==> src/rtl/conv_enc_framer_213.sv <==
// Rate-1/2, memory-3 convolutional encoder with zero-tail framing.
// Groups L accepted bits into a sequence, appends 3 tail symbols, then idles GAP cycles.
module conv_enc_framer_213 #(
   parameter int unsigned L   = 16,
   parameter int unsigned GAP = 2,
   parameter logic [3:0]  G0  = 4'b1111,
   parameter logic [3:0]  G1  = 4'b1101
) (
   input  logic       clock,
   input  logic       reset,
   input  logic       din,
   input  logic       din_valid,
   output logic       din_ready,
   output logic [1:0] Rx,
   output logic       rx_valid,
   output logic       seq_ready,
   output logic       busy
);

   localparam int unsigned CW = $clog2(L + 1);
   localparam int unsigned GW = 8;
   localparam logic [CW-1:0] BIT_LAST = CW'(L - 1);
   localparam logic [GW-1:0] GAP_LAST = GW'(GAP - 1);

   typedef enum logic [1:0] {ST_IDLE, ST_DATA, ST_TAIL, ST_GAP} state_t;

   state_t        state;
   logic [2:0]    s;
   logic [CW-1:0] bit_cnt;
   logic [1:0]    tail_cnt;
   logic [GW-1:0] gap_cnt;

   // s[0] is the most recent bit; the MSB of each generator taps the incoming bit
   function automatic logic [1:0] encode(input logic b, input logic [2:0] st);
      logic [3:0] u;
      u = {b, st[0], st[1], st[2]};
      return {^(u & G0), ^(u & G1)};
   endfunction

   // Gated by reset so the source sees no acceptance window while reset is held
   always_comb din_ready = ~reset & ((state == ST_IDLE) | (state == ST_DATA));
   always_comb busy      = (state != ST_IDLE);

   always_ff @(posedge clock or posedge reset) begin
      if (reset) begin
         state     <= ST_IDLE;
         s         <= '0;
         bit_cnt   <= '0;
         tail_cnt  <= '0;
         gap_cnt   <= '0;
         Rx        <= '0;
         rx_valid  <= 1'b0;
         seq_ready <= 1'b0;
      end else begin
         rx_valid  <= 1'b0;
         seq_ready <= 1'b0;
         case (state)
            ST_IDLE: begin
               if (din_valid) begin
                  Rx        <= encode(din, s);
                  rx_valid  <= 1'b1;
                  seq_ready <= 1'b1;
                  s         <= {s[1:0], din};
                  bit_cnt   <= CW'(1);
                  tail_cnt  <= '0;
                  state     <= (L == 1) ? ST_TAIL : ST_DATA;
               end
            end
            ST_DATA: begin
               if (din_valid) begin
                  Rx       <= encode(din, s);
                  rx_valid <= 1'b1;
                  s        <= {s[1:0], din};
                  bit_cnt  <= bit_cnt + 1'b1;
                  if (bit_cnt == BIT_LAST) state <= ST_TAIL;
               end
            end
            ST_TAIL: begin
               Rx       <= encode(1'b0, s);
               rx_valid <= 1'b1;
               s        <= {s[1:0], 1'b0};
               tail_cnt <= tail_cnt + 1'b1;
               if (tail_cnt == 2'd2) begin
                  tail_cnt <= '0;
                  bit_cnt  <= '0;
                  if (GAP == 0) begin
                     state <= ST_IDLE;
                  end else begin
                     state   <= ST_GAP;
                     gap_cnt <= '0;
                     s       <= '0;
                  end
               end
            end
            ST_GAP: begin
               gap_cnt <= gap_cnt + 1'b1;
               if (gap_cnt == GAP_LAST) begin
                  gap_cnt <= '0;
                  state   <= ST_IDLE;
               end
            end
            default: state <= ST_IDLE;
         endcase
      end
   end

endmodule

==> config.mk <==
export PLATFORM = sky130hd
export DESIGN_NAME = conv_enc_framer_213
export DESIGN_NICKNAME = d
export VERILOG_FILES = /design/src/rtl/conv_enc_framer_213.sv
export SDC_FILE = /design/constraint.sdc
export NUM_CORES = 1
export LEC_CHECK = 0
export CORE_ASPECT_RATIO = 0.9
export CORE_MARGIN = 2
export CORE_UTILIZATION = 30
export DETAILED_ROUTE_END_ITERATION = 16
export REMOVE_ABC_BUFFERS = 1
export SYNTH_ARGS = -nofsm -noshare
export SYNTH_HDL_FRONTEND = slang
export SYNTH_SLANG_ARGS = --single-unit
==> constraint.sdc <==
create_clock -name clock -period 2.41 [get_ports clock]
set_input_delay 0.482 -clock clock [delete_from_list [all_inputs] [get_ports clock]]
set_output_delay 0.482 -clock clock [all_outputs]
set_load 0.02 [all_outputs]
== Word level (Yosys, flattened, before mapping) ==
Cells that the tools add are included.
Word-level totals
  flip-flop bits (word level): 24
  bits in latches: 0
  memory bits (writable): 0
  bits in read-only memories: 0
  input port bits: 4
  output and inout bits: 6
  word-level logic and storage cells: 66
  memories: 0
Cells by class
  add/subtract/negate cells: 3
  multiply operators: 0
  div/mod/pow operators: 0
  $lt $le $gt $ge: 0
  equal/unequal tests: 12
  shift operators: 0
  muxes and demuxes: 24
  bitwise gates (word level): 3
  reductions and logical operators: 16
Operators by type and width (number)
  2-bit 2-to-1 mux: 8
  8-bit 2-to-1 mux: 2
  8-bit case mux with 2 select lines: 1
  4-bit parity: 4
  5-bit 2-to-1 mux: 3
  5-bit case mux with 3 select lines: 1
  8-bit by 1-bit adder with 8-bit output (second input constant): 1
  8-bit by 1-bit equality test with 1-bit output (second input constant): 1
  2-bit inequality test (second input constant): 4
  2-bit case mux with 2 select lines: 2
  2-bit case mux with 4 select lines: 1
  2-bit nonzero test: 4
  2-bit equality test (second input constant): 3
  3-bit 2-to-1 mux: 2
  3-bit case mux with 2 select lines: 1
  2-bit AND reduction: 3
  5-bit by 1-bit adder with 5-bit output (second input constant): 1
  5-bit by 4-bit equality test with 1-bit output (second input constant): 1
  5-bit AND reduction: 1
  2-bit by 1-bit inequality test with 1-bit output (second input constant): 2
  4-bit AND reduction: 1
  3-bit nonzero test: 1
  2-bit by 1-bit adder with 2-bit output (second input constant): 1
  2-bit by 1-bit equality test with 1-bit output (second input constant): 1
  7 further kinds: 8

== Logic depth before layout (Yosys ltp) ==
Gate-level depths: netlist of run 1.
  word-level depth: 4
  depth in mapped cells: 7
  mapped depth without buffers: 6

== Worst setup path after synthesis of run 1 ==
OpenSTA, ideal clock, no wires.
  path kind: reg2reg
  start point: register gap_cnt[1]
  end point: register state[1]
  setup time: 0.125 ns
  data arrival time: 1.967 ns
  slack: 0.318 ns
  stages on the path, launching flop included: 7
  clock period less this slack: 2.092 ns
  cell sequence: dfrtp_1 > inv_1 > ha_1 > or4b_4 > o41a_4 > a2111oi_4 > mux2_4
Between the ends
  word-level cells in the longest chain between the ends: 3
RTL lines
  start: declaration: line 31  | logic [GW-1:0] gap_cnt;
  start signal: assignment: line 96  | gap_cnt <= gap_cnt + 1'b1;
  8-bit by 1-bit equality test with 1-bit output: line 97  | if (gap_cnt == GAP_LAST) begin
  2-bit inequality test (no line)
  5-bit AND reduction (no line)
  end signal: assignment: line 66  | state <= (L == 1) ? ST_TAIL : ST_DATA;
  end: declaration: line 27  | state_t state;
No other way between the ends.
A chain may end at the register's enable or synchronous reset.

== Worst setup path in the final report of run 1 ==
  start point: register state[0]
  end point: output busy
Between the ends
  word-level cells in the longest chain between the ends: 1
RTL lines
  2-bit nonzero test: line 42  | always_comb busy = (state != ST_IDLE);
  end: declaration: line 17  | output logic busy
No other way between the ends.

==> results of run 1 <==
## power by group
part	internal (mW)	switching (mW)
logic	0.500	0.535
registers	0.530	0.108
clock network	0.222	0.130
total	1.25	0.773
## metal layers
layer	vias up	share of wire [%]	wire length, um
met5	-	0	0
met4	0	1.1	27
met3	2	3.8	98
met2	14	48	1240
met1	497	47	1200
li1	499	-	-
## state kept, by name, indices dropped and copies added (netlist names)
signal     flops
gap_cnt        8
s              3
rx_valid       1
state          2
bit_cnt        5
Rx             2
tail_cnt       2
seq_ready      1
## critical path: cells and delay by family (launching register included)
kind / cells / cell delay [ns]
buffers and inverters: 3 / 0.78
adders and majority gates: 1 / 0.23
DFF: 1 / 0.45
## area by class of cell
type	instances	area [um^2]	area share [%]
multi-input combinational	96	702	43.7
timing repair buffer	12	115	7.16
inverter	11	41.3	2.57
sequential	24	601	37.4
clock buffer	3	41.3	2.57
tap	62	77.6	4.82
clock inverter	1	30.0	1.87
## final timing paths
path,endpoint,cells after the start,slack [ns]
setup / recovery,busy,4,0.19
max in group asynchronous,gap_cnt[6],3,1.56
setup reg to reg,state[1],6,0.24
hold reg to reg,gap_cnt[7],1,0.50
min in group clock,gap_cnt[7],1,0.50
hold / removal,seq_ready,2,0.38
## metrics by stage
| step | hold slack, ns | cell area (um^2) | util (%) | worst slack [ns] | total power [mW] |
|---|---|---|---|---|---|
| after floorplan | 0.452 | 1340 | - | 0.318 | 1.38 |
| after global placement | 0.468 | 1530 | 35.0 | 0.291 | 1.62 |
| after global routing | 0.387 | 1610 | 36.8 | 0.102 | 2.18 |
| after detailed placement | 0.489 | 1530 | 35.0 | 0.229 | 1.68 |
| final | 0.383 | 1610 | 36.8 | 0.190 | 2.02 |
| after CTS | 0.374 | 1600 | 36.6 | 0.0184 | 2.04 |
## timing repair
action                                  4_1_cts  5_1_grt
hold buffers                                  0        0
endpoints found under the setup margin        0        1
gates resized for setup                       0        3
## synthesized netlist by cell type, drive strengths merged (3+ instances only)
library cell,n
mux2,4
ha,8
a21oi,3
nand4,3
nand2,11
nor2b,4
a22o,5
dfrtp,24
nand3,4
xnor2,3
nor2,8
nor3,3
inv,11
o21ai,16
## kinds of logic after synthesis
group / synth area share (%)
AND/OR/NAND/NOR: 17.5
buffers and inverters: 3.71
adder cells (fa/ha/maj): 7.43
AO/OA/AOI/OAI: 19.8
flip-flops: 44.6
multiplexers: 5.11
XOR/XNOR: 1.95
==> flow_summary_export.csv, run 1 <==
group,metric,value,unit
clocking,clk_pin_slew_worst_paths,0.09,ns
min_path,min_path_type,"primary input to asynchronous set/reset pin",
timing,finalSetupViolCount,0,
yosys,synthArstFlopShare,100,%
floorplanning,rows,23,
cells_and_area,nFillCells,453,
clocking,root_buffer,"clkbuf_8",
clocking,numCtsBuffers,3,
critical_path,start_kind,"register",
floorplanning,num_io_pins,10,
critical_path,r2r_start,"gap_cnt[1]",
timing,timing.fmax,451,MHz
cells_and_area,final_nets,160,
cells_and_area,antenna_cells,0,
clocking,clk_latency,0.27,ns
cells_and_area,mostFrequentLayoutCell,"dfrtp_1",
critical_path,critPathCaptureType,"output port",
timing,rsz0062_at_grt,"false",
detailed_routing,drt_wl_total,2.57,mm
floorplanning,start_util,30.8,%
clocking,cts_tree,"built",
yosys,syn_avg_cell_area,10.1,um^2
yosys,synth_area,1350,um^2
placement,portBuffers,9,
critical_path,crit_chain,"inv_1 > ha_2 > inv_1 > clkdlybuf4s50_1",
yosys,yosysWarnings,0,
clocking,cts.sinks,24,
yosys,synth_top_cells_by_area,"dfrtp_1, ha_1, o21ai_0",
yosys,synth.yosys.seq_area_share,44.6,%
floorplanning,fp.dieH,67.6,um
power,power.density,1260,nW/um^2
critical_path,cp-startpoint,"state[0]",
placement,dp_hpwl,1.95,mm
detailed_routing,drtIter0Drc,20,
critical_path,critical_path_class,"register to output port",
critical_path,cp_max_fo,7,
timing,clock_skew,0.00749,ns
detailed_routing,vias,1012,
timing,min_period_over_period,92.1,%
placement,gp_congestion,0.903,
cells_and_area,most-common-layout-cells,"dfrtp_1, o21ai_0, inv_1, nand2_1",
yosys,ys.flop_type,"dfrtp_1",
timing,slew_headroom,62.1,%
global_route,grt_pass1_wl,4.51,mm
cells_and_area,area_growth,19.3,%
floorplanning,die_area,5040,um^2
placement,placed_cells,205,
yosys,synth_top_cell_area_share,44.6,%
yosys,synth_cells,133,
critical_path,max_stage_delay,0.60,ns
clocking,cts_htree_levels,1,
detailed_routing,drc,0,
critical_path,path_common_cell,"inv_1",
global_route,busiest_layer,"met2",
global_route,grt_util_all_layers,11.7,%
cells_and_area,drive_above_1_share,12.9,%
global_route,antenna_found_initial,0,
timing,final_max_slew_viol_count,0,
detailed_routing,wl_per_cell,12.3,um
run,max-cap-violations,0,
global_route,met3_usage,4.03,%
timing,hold_viol,0,
timing,finalSetupTns,0,ns
clocking,clk_path_buf_depth,2,
global_route,grt_pass1_vias,1024,
critical_path,required,1.93,ns
global_route,grtUsageMet1,13.3,%
yosys,yosys.area.top_type,"dfrtp_1",
timing,worst_slew_pin_slew,0.562,ns
global_route,gr-total-overflow,0,
yosys,yosysUniqueCellTypes,37,
cells_and_area,layoutNonFillerInstCount,209,
outcome,outcome,"finished, final reports clean",
yosys,ys_ff_latch,24,
global_route,grt_max_degree,24,
critical_path,cp.arrival,1.74,ns
floorplanning,core_area,4370,um^2
detailed_routing,first_pass_iters,4,
floorplanning,die_w,74.6,um
clocking,cts_setup_buffers,0,
detailed_routing,detail-route-antenna-nets,0,
power,vdd_ir_drop_max,0.477,mV
detailed_routing,vias_per_cell,4.84,
critical_path,critPathSlowestCell,"clkdlybuf4s50_1",
global_route,gr-usage-met2,20.6,%
yosys,synth-edff-count,0,
power,leakagePower,0.705,nW
timing,finalCriticalPeriod,2.22,ns
(Power assumes the default switching activity.)
==> run 2: changes to the inputs <==
--- a/config.mk
+++ b/config.mk
@@ -7,8 +7,9 @@
 export LEC_CHECK = 0
 export CORE_ASPECT_RATIO = 0.9
 export CORE_MARGIN = 2
-export CORE_UTILIZATION = 30
+export CORE_UTILIZATION = 50
 export DETAILED_ROUTE_END_ITERATION = 16
+export PLACE_DENSITY = 0.7
 export REMOVE_ABC_BUFFERS = 1
 export SYNTH_ARGS = -nofsm -noshare
 export SYNTH_HDL_FRONTEND = slang
==> run 2 against run 1 <==
Effect of this change:
- final area shrank 3.3%
- clock power shrank 17%
- sequential cell count is the same
- setup slack lost 0.081 ns
- clock-buffer cell count is the same
- sequential share of layout area grew 1.3 points
- register-to-register slack lost 0.03 ns
- non-clock buffer count grew 1
- cell count shrank 16%
- largest cell class unchanged
==> flow_summary_export.csv, run 2 (synthesis gave the netlist of run 1 again) <==
group,metric,value,unit
power,clkPwrFrac,14.7,%
floorplanning,num_io_pins,10,
power,leakagePower,0.702,nW
detailed_routing,first_pass_iters,4,
timing,finalCriticalPeriod,2.30,ns
detailed_routing,drt_wl_total,2.40,mm
placement,portBuffers,9,
clocking,cts_htree_levels,1,
timing,finalSetupViolCount,0,
cells_and_area,antenna_cells,0,
power,p_switching,0.772,mW
global_route,grt_util_all_layers,18.7,%
power,sw_frac_of_total,38.9,%
cells_and_area,finalInstanceArea,1550,um^2
power,power.density,1280,nW/um^2
power,vdd_ir_drop_max,0.846,mV
detailed_routing,vias,999,
floorplanning,die_area,3130,um^2
critical_path,cp.arrival,1.82,ns
critical_path,critical_path_class,"register to output port",
clocking,ctsHoldBuffers,0,
timing,slew_headroom,62.6,%
cells_and_area,area_growth,15.3,%
global_route,grt_max_degree,25,
placement,dp_hpwl,1.74,mm
clocking,cts.sinks,24,
cells_and_area,drive_above_1_share,13.5,%
power,internal-power,1.21,mW
floorplanning,core_area,2510,um^2
detailed_routing,drtIter0Drc,34,
timing,clock_skew,0.0132,ns
floorplanning,fp.dieH,53.3,um
clocking,clk_latency,0.32,ns
placement,placed_area,1490,um^2
critical_path,cp_max_fo,7,
global_route,grt_pass1_vias,1015,
detailed_routing,vias_per_cell,5.68,
detailed_routing,drc,0,
clocking,clk_path_buf_depth,2,
clocking,root_buffer,"clkbuf_4",
timing,finalSetupTns,0,ns
outcome,outcome,"finished, final reports clean",
global_route,gr-total-overflow,0,
cells_and_area,mostFrequentLayoutCell,"dfrtp_1",
floorplanning,rows,17,
detailed_routing,wl_per_cell,13.7,um
run,max-cap-violations,0,
cells_and_area,most-common-layout-cells,"dfrtp_1, o21ai_0, inv_1, nand2_1",
clocking,cts_tree,"built",
cells_and_area,largest_reg_flops,8,
floorplanning,die_w,58.7,um
timing,min_period_over_period,95.5,%
critical_path,required,1.93,ns
min_path,min_path_type,"primary input to asynchronous set/reset pin",
critical_path,critPathCaptureType,"output port",
floorplanning,start_util,53.7,%
critical_path,start_kind,"register",
cells_and_area,layoutNonFillerInstCount,176,
clocking,clk_pin_slew_worst_paths,0.14,ns
timing,timing.fmax,435,MHz
timing,final_max_slew_viol_count,0,
cells_and_area,top_register,"gap_cnt",
clocking,cts_setup_buffers,0,
cells_and_area,top_regs,"gap_cnt: 8 flops, bit_cnt: 5 flops, s: 3 flops",
cells_and_area,final_nets,161,
global_route,grt_pass1_wl,4.42,mm
placement,placed_cells,172,
timing,rsz0062_at_grt,"false",
detailed_routing,detail-route-antenna-nets,0,
power,seqPwrFrac,32.2,%
power,p_comb_share,53.2,%
global_route,antenna_found_initial,0,
clocking,numCtsBuffers,3,
placement,gp_congestion,0.761,
timing,hold_viol,0,
timing,worst_slew_pin_slew,0.555,ns
run 2: cell count changes in the layout (fill, tap and decap cells not counted), sizes merged:
| cell | change |
|---|---|
| buf | +1 |
run 2: stage by stage:
stage / util, % / setup WS (ns) / power (mW) / hold WS (ns)
floorplan: - / 0.318 / 1.38 / 0.452
CTS: 61.7 / 0.0213 / 1.98 / 0.504
global route: 61.9 / 0.0191 / 2.13 / 0.550
global placement: 59.5 / 0.291 / 1.65 / 0.469
detailed placement: 59.5 / 0.222 / 1.68 / 0.484
finish: 61.9 / 0.109 / 1.98 / 0.507
run 2: layer usage:
metal  share of wire (%)  vias up  wire length [um]  global-route usage [%]
li1                    -      512                 -                       -
met1                  48      468              1160                    23.8
met2                  47       15              1140                    32.2
met3                 3.6        4                87                    5.13
met4                0.71        0                17                    3.41
met5                   0        -                 0                       0
run 2: final timing paths:
path	from	slack, ns	end	cells after the start
worst max-delay path	state[1]	0.11	busy	4
worst min-delay path	reset	0.51	seq_ready	3
worst max register to register	gap_cnt[1]	0.21	state[1]	6
worst min register to register	gap_cnt[7]	0.51	gap_cnt[7]	1
max in group asynchronous	reset	1.65	gap_cnt[1]	3
min in group clock	gap_cnt[7]	0.51	gap_cnt[7]	1
run 2: power by group through the flow:
stage,logic [mW],registers [mW],clock network [mW]
after detailed placement,1.04,0.646,0
after global routing,1.16,0.655,0.313
after global placement,1.01,0.632,0
final,1.05,0.638,0.291
after CTS,1.05,0.635,0.299
after floorplan,0.726,0.657,0
run 2: cell type report:
type	count	area [um^2]
Clock buffer	3	22.5
Clock inverter	1	30.0
Fill cell	198	956
Inverter	11	41.3
Multi-Input combinational cell	96	702
Sequential cell	24	601
Tap cell	28	35.0
Timing Repair Buffer	13	123
run 2: worst max-delay path: stages, from the launching register on:
cell and delay, ns:
dfrtp_1 0.49, inv_1 0.10, ha_2 0.22, inv_1 0.09
clkdlybuf4s50_1 0.60
run 2: repair_timing:
action | 4_1_cts | 5_1_grt
endpoints found under the hold margin | 0 | 0
resized for setup | 1 | 2
endpoints found under the setup margin | 1 | 2
pin swaps | 0 | 0
